`src/rtl/rng_pkg.sv`:
```
// Shared types and constants for the Park-Miller generator and its arbiter.
package rng_pkg;

  typedef enum logic [1:0] {
    IDLE,
    MUL,
    RED,
    ACK
  } state_t;

  localparam logic [14:0] LCG_A    = 15'd16807;
  localparam logic [30:0] LCG_M    = 31'h7FFF_FFFF;
  localparam logic [30:0] SEED_RST = 31'd1;

  // 0 and M are fixed points of the generator; replace them with the reset seed.
  function automatic logic [30:0] sanitize_seed(input logic [30:0] s);
    return ((s == '0) || (s == LCG_M)) ? SEED_RST : s;
  endfunction

endpackage

```
`src/rtl/pm_lcg_step.sv`:
```
// Two-stage registered Park-Miller step: capture seed, multiply, then fold mod 2^31-1.
module pm_lcg_step
  import rng_pkg::*;
(
  input  logic        i_clk,
  input  logic        i_rst,
  input  logic        i_go,
  input  logic [30:0] i_seed,
  output logic [30:0] o_next,
  output logic        o_valid
);

  logic [30:0] seed_q;
  logic        go_q;
  logic [45:0] prod_q;
  logic        valid_q;
  logic [31:0] sum;

  // Stage 1: capture the seed to be advanced.
  always_ff @(posedge i_clk or negedge i_rst) begin
    if (!i_rst) begin
      seed_q <= '0;
      go_q   <= 1'b0;
    end else begin
      go_q <= i_go;
      if (i_go) seed_q <= i_seed;
    end
  end

  // Stage 2: register the full 46-bit product.
  always_ff @(posedge i_clk or negedge i_rst) begin
    if (!i_rst) begin
      prod_q  <= '0;
      valid_q <= 1'b0;
    end else begin
      valid_q <= go_q;
      if (go_q) prod_q <= 46'(seed_q) * 46'(LCG_A);
    end
  end

  // Fold the product mod 2^31-1: low 31 bits plus high bits, one conditional subtract.
  always_comb begin
    sum = {1'b0, prod_q[30:0]} + 32'(prod_q[45:31]);
    if (sum >= {1'b0, LCG_M}) sum = sum - {1'b0, LCG_M};
    o_next = sum[30:0];
  end

  assign o_valid = valid_q;

endmodule

```
`src/rtl/rng_share_arbiter.sv`:
```
// Round-robin sharing of one Park-Miller generator among NREQ requesters.
module rng_share_arbiter
  import rng_pkg::*;
#(
  parameter int NREQ      = 4,
  parameter int OUT_W     = 4,
  parameter int OUT_SHIFT = 4
) (
  input  logic             i_clk,
  input  logic             i_rst,
  input  logic [NREQ-1:0]  i_req,
  input  logic             i_seed_load,
  input  logic [30:0]      i_seed,
  output logic [NREQ-1:0]  o_ack,
  output logic [OUT_W-1:0] o_data,
  output logic             o_busy
);

  localparam int PW = $clog2(NREQ);

  state_t          state, state_nx;
  logic [PW-1:0]   ptr;
  logic [PW-1:0]   grant;
  logic [PW-1:0]   pick;
  logic            any_req;
  logic            go;
  logic [30:0]     seed;
  logic [30:0]     lcg_next;
  logic            lcg_valid;

  pm_lcg_step u_step (
    .i_clk   (i_clk),
    .i_rst   (i_rst),
    .i_go    (go),
    .i_seed  (seed),
    .o_next  (lcg_next),
    .o_valid (lcg_valid)
  );

  // Round-robin pick: first set request starting one past the last grant.
  always_comb begin
    pick    = ptr;
    any_req = 1'b0;
    for (int unsigned k = 1; k <= NREQ; k++) begin
      int unsigned idx;
      idx = (int'(ptr) + k) % NREQ;
      if (!any_req && i_req[idx]) begin
        pick    = PW'(idx);
        any_req = 1'b1;
      end
    end
  end

  // State register.
  always_ff @(posedge i_clk or negedge i_rst) begin
    if (!i_rst) state <= IDLE;
    else        state <= state_nx;
  end

  // Next-state logic; a seed load in IDLE takes priority over requests.
  always_comb begin
    state_nx = state;
    go       = 1'b0;
    case (state)
      IDLE: begin
        if (!i_seed_load && any_req) begin
          state_nx = MUL;
          go       = 1'b1;
        end
      end
      MUL:     state_nx = RED;
      RED:     state_nx = ACK;
      ACK:     state_nx = IDLE;
      default: state_nx = IDLE;
    endcase
  end

  // Seed, grant bookkeeping and registered outputs.
  always_ff @(posedge i_clk or negedge i_rst) begin
    if (!i_rst) begin
      seed   <= SEED_RST;
      ptr    <= PW'(NREQ - 1);
      grant  <= '0;
      o_ack  <= '0;
      o_data <= '0;
    end else begin
      case (state)
        IDLE: begin
          if (i_seed_load)  seed  <= sanitize_seed(i_seed);
          else if (any_req) grant <= pick;
        end
        RED: begin
          if (lcg_valid) begin
            seed   <= lcg_next;
            o_ack  <= NREQ'(1) << grant;
            o_data <= lcg_next[OUT_SHIFT +: OUT_W];
          end
        end
        ACK: begin
          o_ack <= '0;
          ptr   <= grant;
        end
        default: ;
      endcase
    end
  end

  assign o_busy = (state != IDLE);

endmodule

```
`config.mk`:
```
export PLATFORM = sky130hd
export DESIGN_NAME = rng_share_arbiter
export DESIGN_NICKNAME = d
export VERILOG_FILES = /design/src/rtl/rng_pkg.sv /design/src/rtl/pm_lcg_step.sv /design/src/rtl/rng_share_arbiter.sv
export SDC_FILE = /design/constraint.sdc
export NUM_CORES = 1
export LEC_CHECK = 0
export ABC_AREA = 1
export BUFFER_PORTS_ARGS = -buffer_cell sky130_fd_sc_hd__clkbuf_2
export CORE_UTILIZATION = 48
export DETAILED_ROUTE_END_ITERATION = 16
export GPL_TIMING_DRIVEN = 0
export PLACE_DENSITY_LB_ADDON = 0.15
export SLEW_MARGIN = 30
export SYNTH_ARGS = -nofsm -noshare
export SYNTH_HDL_FRONTEND = slang
export SYNTH_SLANG_ARGS = --single-unit
export TNS_END_PERCENT = 1
```
`constraint.sdc`:
```
create_clock -name i_clk -period 6.7 [get_ports i_clk]
set_input_delay 1.005 -clock i_clk [delete_from_list [all_inputs] [get_ports i_clk]]
set_output_delay 1.005 -clock i_clk [all_outputs]
set_load 0.02 [all_outputs]
```
-- After elaboration in Yosys (flattened, before gate mapping)
Cells that the tools add are included.
- $add $sub $neg: 6
- multiply operators: 1
- order comparisons: 5
- eq/ne operators: 7
- shifts and indexed selects: 1
- multiplexer cells: 27
- bitwise gates (word level): 1
- reductions and logical operators: 18
- operators by type and width (kind ; number):
    31-bit two-way mux ; 4
    31-bit one-hot mux with 2 select lines ; 1
    31-bit by 15-bit multiplier with 46-bit output, second input constant ; 1
    31-bit by 15-bit adder with 32-bit output ; 1
    32-bit by 31-bit greater-or-equal comparator with 1-bit output, second input constant ; 1
    31-bit == test, second input constant ; 1
    31-bit zero test ; 1
    31-bit subtractor, second input constant ; 1
    2-bit by 3-bit < comparator with 1-bit output, second input constant ; 4
    1-bit two-way mux ; 10
    2-bit two-way mux ; 5
    1-bit binary-select mux with 2-bit select ; 4
    2-bit one-hot mux with 4 select lines ; 1
    4-bit one-hot mux with 2 select lines ; 1
    3-bit AND reduction ; 2
    2-bit nonzero test ; 3
    2-bit by 1-bit adder with 2-bit output, second input constant ; 2
    2-bit adder, second input constant ; 2
    2-bit == test, second input constant ; 2
    1-bit logical AND ; 4
    1-bit zero test ; 4
    4-bit two-way mux ; 1
    2-bit inequality test, second input constant ; 2
    2-bit AND reduction ; 2
    6 further kinds ; 6
- bits in registers: 124
- output and inout port bits: 9

-- Longest topological paths before layout
Gate-level depths: netlist of run 1.
- depth after elaboration: 16
- gate-level depth with buffers: 26

-- Cells and area by module
A second synthesis of run 1 with hierarchy kept.
- cells, all modules: 2308
- area total of the unflattened synthesis: 16579.7 µm²
- by module, submodules not included (module ; instances ; cells each ; area an instance (µm²) ; sequential area each (µm²)):
    pm_lcg_step ; 1 ; 1910 ; 13768.2 ; 1976.9
    rng_share_arbiter ; 1 ; 398 ; 2811.4 ; 1129.8

-- Worst setup path before layout of run 1
Ideal clock, no wire load.
- kind: reg-to-reg
- start point: reg u_step.seed_q[13]
- end point: reg u_step.prod_q[32]
- arrival: 5.172 ns
- data required time: 6.582 ns
- path slack: 1.410 ns
- cell stages (with the launch flop): 27
- buffers on the path: 0
- clock period less this slack: 5.290 ns
- path through: dfrtp_1 > inv_1 > fa_1 > inv_1 > ha_1 > fa_1 > inv_1 > fa_1 > inv_1 > fa_1 > inv_1 > fa_1 > inv_1 > ha_1 > a21oi_1 > inv_1 > a21oi_1 > o21ai_0 > nand2_1 > nand2_1 > a21oi_1 > o21ai_0 > nand2_1 > nand2_1 > or2_2 > nand3_1 > nand2_1
- cells in the longest elaborated chain, start to end: 1
- ends and longest elaborated chain (what ; line ; text):
    start: declaration ; pm_lcg_step.sv:13 ; logic [30:0] seed_q;
    start signal: assignment ; pm_lcg_step.sv:26 ; if (i_go) seed_q <= i_seed;
    31-bit by 15-bit multiplier with 46-bit output ; pm_lcg_step.sv:37 ; if (go_q) prod_q <= 46'(seed_q) * 46'(LCG_A);
    end signal: assignment ; pm_lcg_step.sv:37 ;
    end: declaration ; pm_lcg_step.sv:15 ; logic [45:0] prod_q;
No other way between the ends.
A chain may end at the register's enable or synchronous reset.

-- Worst setup path in the final report of run 1
- start point: reg u_step.seed_q[29]
- end point: reg u_step.prod_q[43]
Same word-level chain as after synthesis.

==> impl_results.md, run 1 <==
- Vias in the first global route: 13,896
- Hold Path Class: flop to flop
- Avg Vias per Cell: 5.271
- Final wirelength: 46.82 mm
- Largest net degree at the start of global routing: 64
- Adder-cell area share of the yosys netlist: 32.93%
- Synth Area per Inst: 7.375 um2
- Worst-path maximum fanout: 7
- Worst slew margin: 53.99%
- Primary FF master, synth: dfrtp_1
- Antenna Nets Post-Route: 0
- CTS H-tree depth: 4
- Most frequent cells in the layout: nand2_1, inv_1, ha_1, nor2_1, fa_1
- Placeable Area: 32,620 um2
- DRC viols: 0
- Antenna violations before repair: 0
- Number of synthesized flops with an enable pin: 0
- Yosys warning total: 0
- RSZ-0062 raised after global routing: false
- Final Setup Violations: 0
- DR vias: 14,169
- Rows: 66
- Layout cells sized above 1: 6.058%
- Worst Path Arrival: 6610 ps
- XOR/XNOR Fraction of Synth Area: 1.864%
- Upper clock frequency limit: 0.1587 GHz
- Hold Violations, Final: 0
- Buffers on Ports: 46
- CTS tree: built
- Layout net count: 2,610
- Asr flop ratio synth: 100.0%
- First-pass GRT wire length: 75.38 mm
- Global route overflow: 0
- Synth Area in Compound Gates: 9.266%
- CTS buffer count: 17
- Worst-Margin Slew: 690.2 ps
- Largest family of logic cells by synthesized area: adder cells
- Pins over their slew limit: 0
- Post-CTS Hold Buffers: 0
- Initial DRC count: 982
- Effective utilization at floorplan: 48.97%
- Clk_skew: 10.47 ps
- Gr usage total: 29.35%
- Crit path time final: 6301 ps
- Clock transition at the registers of the reported paths: 70 ps
- Clock Path Buffers: 2
- R2R Setup Slk: 400 ps
- Synth Area in Simple Gates: 24.11%
- Commonest non-fill, non-tap cell in the layout: nand2_1
- Kind of critical path: flop to flop
- MaxCap Viol Count: 0
- IO Count: 47
- # clock sinks: 124
- Mapped Area: 15,970 um2
- Die area: 34,010 um2
- DR WL/cell: 17.42 um
- Setup TNS: 0 ps
- Post-synthesis mux area share: 0%
- Run status: finished clean
- Clk Latency, worst-skew pair: 430 ps
- Setup bufs post-CTS: 0
- Gate count after technology mapping: 2,166
- Worst EP required: 7010 ps
- Clock Tree Root: clkbuf_16
- CP Capture Type: flop
- Die Ht: 184.4 um
- Die X: 184.4 um
- Layout area overhead: 8.835%
- Detailed placement HPWL: 39.59 mm
- Startpoint Class: flop
- Syn nets: 2,544
- Yosys reg bits: 124
- Drt first pass iters: 7
- Sequential element share of the synthesized area: 19.45%
- Tcrit/Tclk final: 94.04%
- Placer Congestion: 0.9522
- Number of unique standard cell types used by synthesis: 52
worst max-delay path, cell delays in order, from the launching register on:
cell and delay [ps]:
dfrtp_1 540, inv_1 240, fa_1 560, inv_1 40, ha_1 260, inv_1 50
fa_1 500, inv_1 50, fa_1 490, fa_1 560, inv_1 60, fa_1 530
inv_1 40, ha_1 370, a21o_1 230, a31oi_1 280, o21ai_0 120, a31oi_1 190
nand3_1 250, nand3_1 150, o211ai_1 130, or2_2 300, nand3_1 170, nand2_1 70
what timing repair did:
item                                    in CTS  in global routing
endpoints found under the setup margin       0                  2
gates resized for setup                      0                  1
hold endpoints to repair                     0                  0
metrics by stage:
stage               hold WS (ps)  area, um2  utilization (%)  instances  setup slack (ps)
detailed placement         427.2      16790            51.48       2655             374.2
finish                     435.3      17390            53.30       2688             399.3
floorplan                  351.9      15970                -       2166              1410
global placement           425.5      16760            51.37       2654             486.4
global route               447.9      17380            53.29       2687             31.54
CTS                        439.7      17380            53.29       2687             356.0
cells by family (layout without fill, tap and decap cells):
group | Yosys count | count (layout)
AOI/OAI and AO/OA | 263 | 263
xor gates and xnor gates | 34 | 34
other | 0 | 1
buffers and inverters | 509 | 588
adders and majority gates | 340 | 340
DFF | 124 | 124
and+or+nand+nor | 896 | 896
cells in the mapped netlist (4+ instances only):
cell type | n | area share (%)
a21o_1 | 10 | 0.47
nand3_1 | 125 | 3.9
o21a_1 | 6 | 0.28
nor3_1 | 19 | 0.60
ha_1 | 206 | 16
o31ai_1 | 6 | 0.28
nand4_1 | 33 | 1.3
or2_2 | 16 | 0.63
o21ai_0 | 106 | 3.3
nor2_1 | 135 | 3.2
a21oi_1 | 86 | 2.7
nand3b_1 | 9 | 0.42
inv_1 | 468 | 11
nor4_1 | 9 | 0.35
a31oi_1 | 29 | 1.1
fa_1 | 134 | 17
nor2_2 | 4 | 0.16
xnor2_1 | 18 | 0.99
xor2_1 | 16 | 0.88
clkbuf_1 | 22 | 0.52
nand2_2 | 6 | 0.24
nand2_1 | 521 | 12
dfrtp_1 | 121 | 19
nand3_2 | 5 | 0.31
layout make-up:
| cell class | instances | area [um2] |
|---|---|---|
| Antenna cell | 1 | 2.502 |
| Tap cell | 442 | 553.0 |
| Clock buffer | 18 | 429.2 |
| Multi-Input combinational cell | 1533 | 10890 |
| Buffer | 36 | 202.7 |
| Sequential cell | 124 | 3107 |
| Timing Repair Buffer | 47 | 266.5 |
| Fill cell | 3263 | 15230 |
| Inverter | 473 | 1775 |
| Clock inverter | 14 | 160.2 |
worst paths after layout:
path / from / to / depth (start not counted)
min in group asynchronous: i_rst / grant[1]$_DFFE_PN0P_ / 1
min reg2reg: u_step.go_q$_DFF_PN0_ / u_step.o_valid$_DFF_PN0_ / 0
max reg2reg: u_step.seed_q[29]$_DFFE_PN0P_ / u_step.prod_q[43]$_DFFE_PN0P_ / 23
max: u_step.seed_q[29]$_DFFE_PN0P_ / u_step.prod_q[43]$_DFFE_PN0P_ / 23
max in group asynchronous: i_rst / u_step.prod_q[32]$_DFFE_PN0P_ / 2
min: u_step.go_q$_DFF_PN0_ / u_step.o_valid$_DFF_PN0_ / 0
flip-flops by register name (all words and copies together) (netlist names):
register / cells
u_step.prod_q: 46
seed: 31
u_step.seed_q: 31
o_ack: 4
o_data: 4
grant: 2
ptr: 2
state: 2
u_step.go_q: 1
u_step.o_valid: 1
per-layer routing:
| metal | part of all wire (%) | track usage, % | vias to the layer above |
|---|---|---|---|
| li1 | - | - | 6962 |
| met1 | 47 | 41.81 | 6802 |
| met2 | 45 | 46.08 | 360 |
| met3 | 6.3 | 4.663 | 45 |
| met4 | 2.3 | 7.700 | 0 |
| met5 | 0 | 0 | - |
Power of run 1 is left out: the tool's default activity adds up to more than one toggle a clock period on the data nets, which glitch-free logic cannot reach.
==> run 2, diff against run 1 <==
Clock period 6.7 ns to 5.7 ns, I/O delays scaled along.
==> impl_results.md, run 2 (synthesis gave the netlist of run 1 again) <==
- Die Ht: 184.4 um (unchanged)
- Top cell by count, worst path: fa_1
- Die area: 34,010 um2 (unchanged)
- DP Area: 16,790 um2 (unchanged)
- Biggest register: u_step.prod_q
- DR WL/cell: 17.53 um (+0.63%)
- Hold Violations, Final: 0 (unchanged)
- Max stage delay on crit path: 560 ps (about the same)
- Global route overflow: 0 (unchanged)
- N_diodes: 0 (-1)
- First-pass GRT wire length: 76.20 mm (+1.1%)
- Vias in the first global route: 14,054 (+1.1%)
- Worst EP required: 6020 ps (-990 ps)
- Upper clock frequency limit: 0.1787 GHz (+13%)
- Worst Path Arrival: 5910 ps (-700 ps)
- CP Capture Type: flop
- CTS H-tree depth: 4 (unchanged)
- Avg Vias per Cell: 5.308 (+0.70%)
- Setup TNS: 0 ps (unchanged)
- Max FFs per register: 46 (unchanged)
- Antenna Nets Post-Route: 0 (unchanged)
- Final Setup Violations: 0 (unchanged)
- Detailed placement HPWL: 39.59 mm (unchanged)
- Worst-path maximum fanout: 5 (-2)
- Path depth of the worst reg2reg path: 22 (-4.3%)
- MaxCap Viol Count: 0 (unchanged)
- Largest net degree at the start of global routing: 64 (unchanged)
- DRC viols: 0 (unchanged)
- Gr usage total: 29.68% (+0.33 points)
- Final wirelength: 47.95 mm (+2.4%)
- Clock Path Buffers: 2 (unchanged)
- Placer Congestion: 0.9522 (unchanged)
- Clk_skew: 10.76 ps (+0.2956 ps)
- Placeable Area: 32,620 um2 (unchanged)
- CTS buffer count: 17 (unchanged)
- Layout area overhead: 15.67%
- Clock Tree Root: clkbuf_16
- Effective utilization at floorplan: 48.97% (unchanged)
- Hold Path Class: primary input to asynchronous set/reset pin
- Most frequent cells in the layout: nand2_1, inv_1, ha_1, fa_1, nor2_1
- Run status: finished clean
- Crit path time final: 5595 ps (-705.7 ps)
- R2R Setup Slk: 110 ps (-290 ps)
- Layout cells sized above 1: 14.39% (+8.3 points)
- Regs by FF count: u_step.prod_q (46), seed (31), u_step.seed_q (31)
- IO Count: 47 (unchanged)
- Worst slew margin: 47.40% (-6.6 points)
- Post-CTS Hold Buffers: 0 (unchanged)
- Slowest cell on the critical path: fa_1
- Drt first pass iters: 6 (-1)
- R2r endpoint: u_step.prod_q[43]$_DFFE_PN0P_
- Rows: 66 (unchanged)
- Kind of critical path: flop to flop
- # clock sinks: 124 (unchanged)
- CTS tree: built
- Die X: 184.4 um (unchanged)
- Tcrit/Tclk final: 98.16% (+4.1 points)
- Design Area, Final: 18,480 um2 (+6.3%)
- Clk Latency, worst-skew pair: 430 ps (about the same)
- CP cell instances: buf_4 > fa_1 > ha_1 > inv_1 > fa_1 > inv_1 > fa_1 > fa_1 > inv_1 > fa_1 > inv_1 > ha_4 > a21o_1 > a21oi_2 > o21ai_2 > a31oi_2 > nand3_2 > nand3_2 > o211ai_1 > or2_2 > nand3_2 > nand2_1
- Commonest non-fill, non-tap cell in the layout: nand2_1
- RSZ-0062 raised after global routing: true
- DR vias: 14,523 (+2.5%)
- Crit Reg-Reg Startpoint: u_step.seed_q[21]$_DFFE_PN0P_
- Buffers on Ports: 46 (unchanged)
- Worst-Margin Slew: 789.1 ps (+98.90 ps)
- Clock transition at the registers of the reported paths: 60 ps (about the same)
- Pins over their slew limit: 0 (unchanged)
- Initial DRC count: 957 (-2.5%)
- Antenna violations before repair: 0 (unchanged)
- Layout net count: 2,659 (+1.9%)
- Startpoint Class: flop
[run 2: cell count changes in the layout (fill, tap and decap cells not counted), sizes merged]
cell | previous run | this run
buf | 11 | 60
inv | 475 | 463
diode | 1 | 0
clkinvlp | 2 | 14
[run 2: how the worst max path moves through the flow]
stage / start / to / cells after the start / slack [ps]
6_report: u_step.seed_q[21]$_DFFE_PN0P_ / u_step.prod_q[43]$_DFFE_PN0P_ / 22 / 110
5_1_grt: u_step.seed_q[13]$_DFFE_PN0P_ / u_step.prod_q[30]$_DFFE_PN0P_ / 23 / -110
4_1_cts: u_step.seed_q[27]$_DFFE_PN0P_ / u_step.prod_q[44]$_DFFE_PN0P_ / 22 / -30
3_5_place_dp: u_step.seed_q[12]$_DFFE_PN0P_ / u_step.prod_q[34]$_DFFE_PN0P_ / 22 / -630
3_3_place_gp: u_step.seed_q[11]$_DFFE_PN0P_ / u_step.prod_q[34]$_DFFE_PN0P_ / 22 / -510
2_1_floorplan: u_step.seed_q[13]$_DFFE_PN0P_ / u_step.prod_q[32]$_DFFE_PN0P_ / 26 / 410
[run 2: routing by layer]
layer  routed length [um]  track usage (%)
met2                21830            46.78
met3                 2758            4.426
met4                 1019            7.500
met1                22340            42.43
met5                    0                0
[run 2: metrics by stage]
stage	std cells	hold slack [ps]	setup slack [ps]	util [%]
finish	2736	427.8	105.0	56.64
global route	2736	447.8	-107.4	56.64
CTS	2711	437.4	-26.30	54.52
detailed placement	2655	427.2	-625.8	51.48
global placement	2654	425.5	-513.6	51.37
floorplan	2166	351.9	410.0	-
[run 2: critical path, delay by kind of cell, from the launching register on]
| kind | cells | cell delay [ps] |
|---|---|---|
| flip-flops | 1 | 430 |
| buffers and inverters | 5 | 420 |
| adder cells (fa/ha/maj) | 7 | 3130 |
| AO/OA/AOI/OAI | 5 | 750 |
| AND/OR/NAND/NOR | 5 | 730 |
[run 2: area by class of cell]
| class | instances | area (um2) |
|---|---|---|
| Fill cell | 3136 | 14140 |
| Multi-Input combinational cell | 1533 | 11530 |
| Sequential cell | 124 | 3139 |
| Inverter | 473 | 1821 |
| Timing Repair Buffer | 96 | 638.1 |
| Tap cell | 442 | 553.0 |
| Clock buffer | 18 | 429.2 |
| Buffer | 36 | 202.7 |
| Clock inverter | 14 | 160.2 |
[run 2: repair_timing]
item,in CTS,in global routing
hold endpoints to repair,0,0
endpoints found under the setup margin,21,22
pin swaps,4,25
resized for setup,77,116
buffers inserted,24,25
Power of run 2 is left out for the same reason.
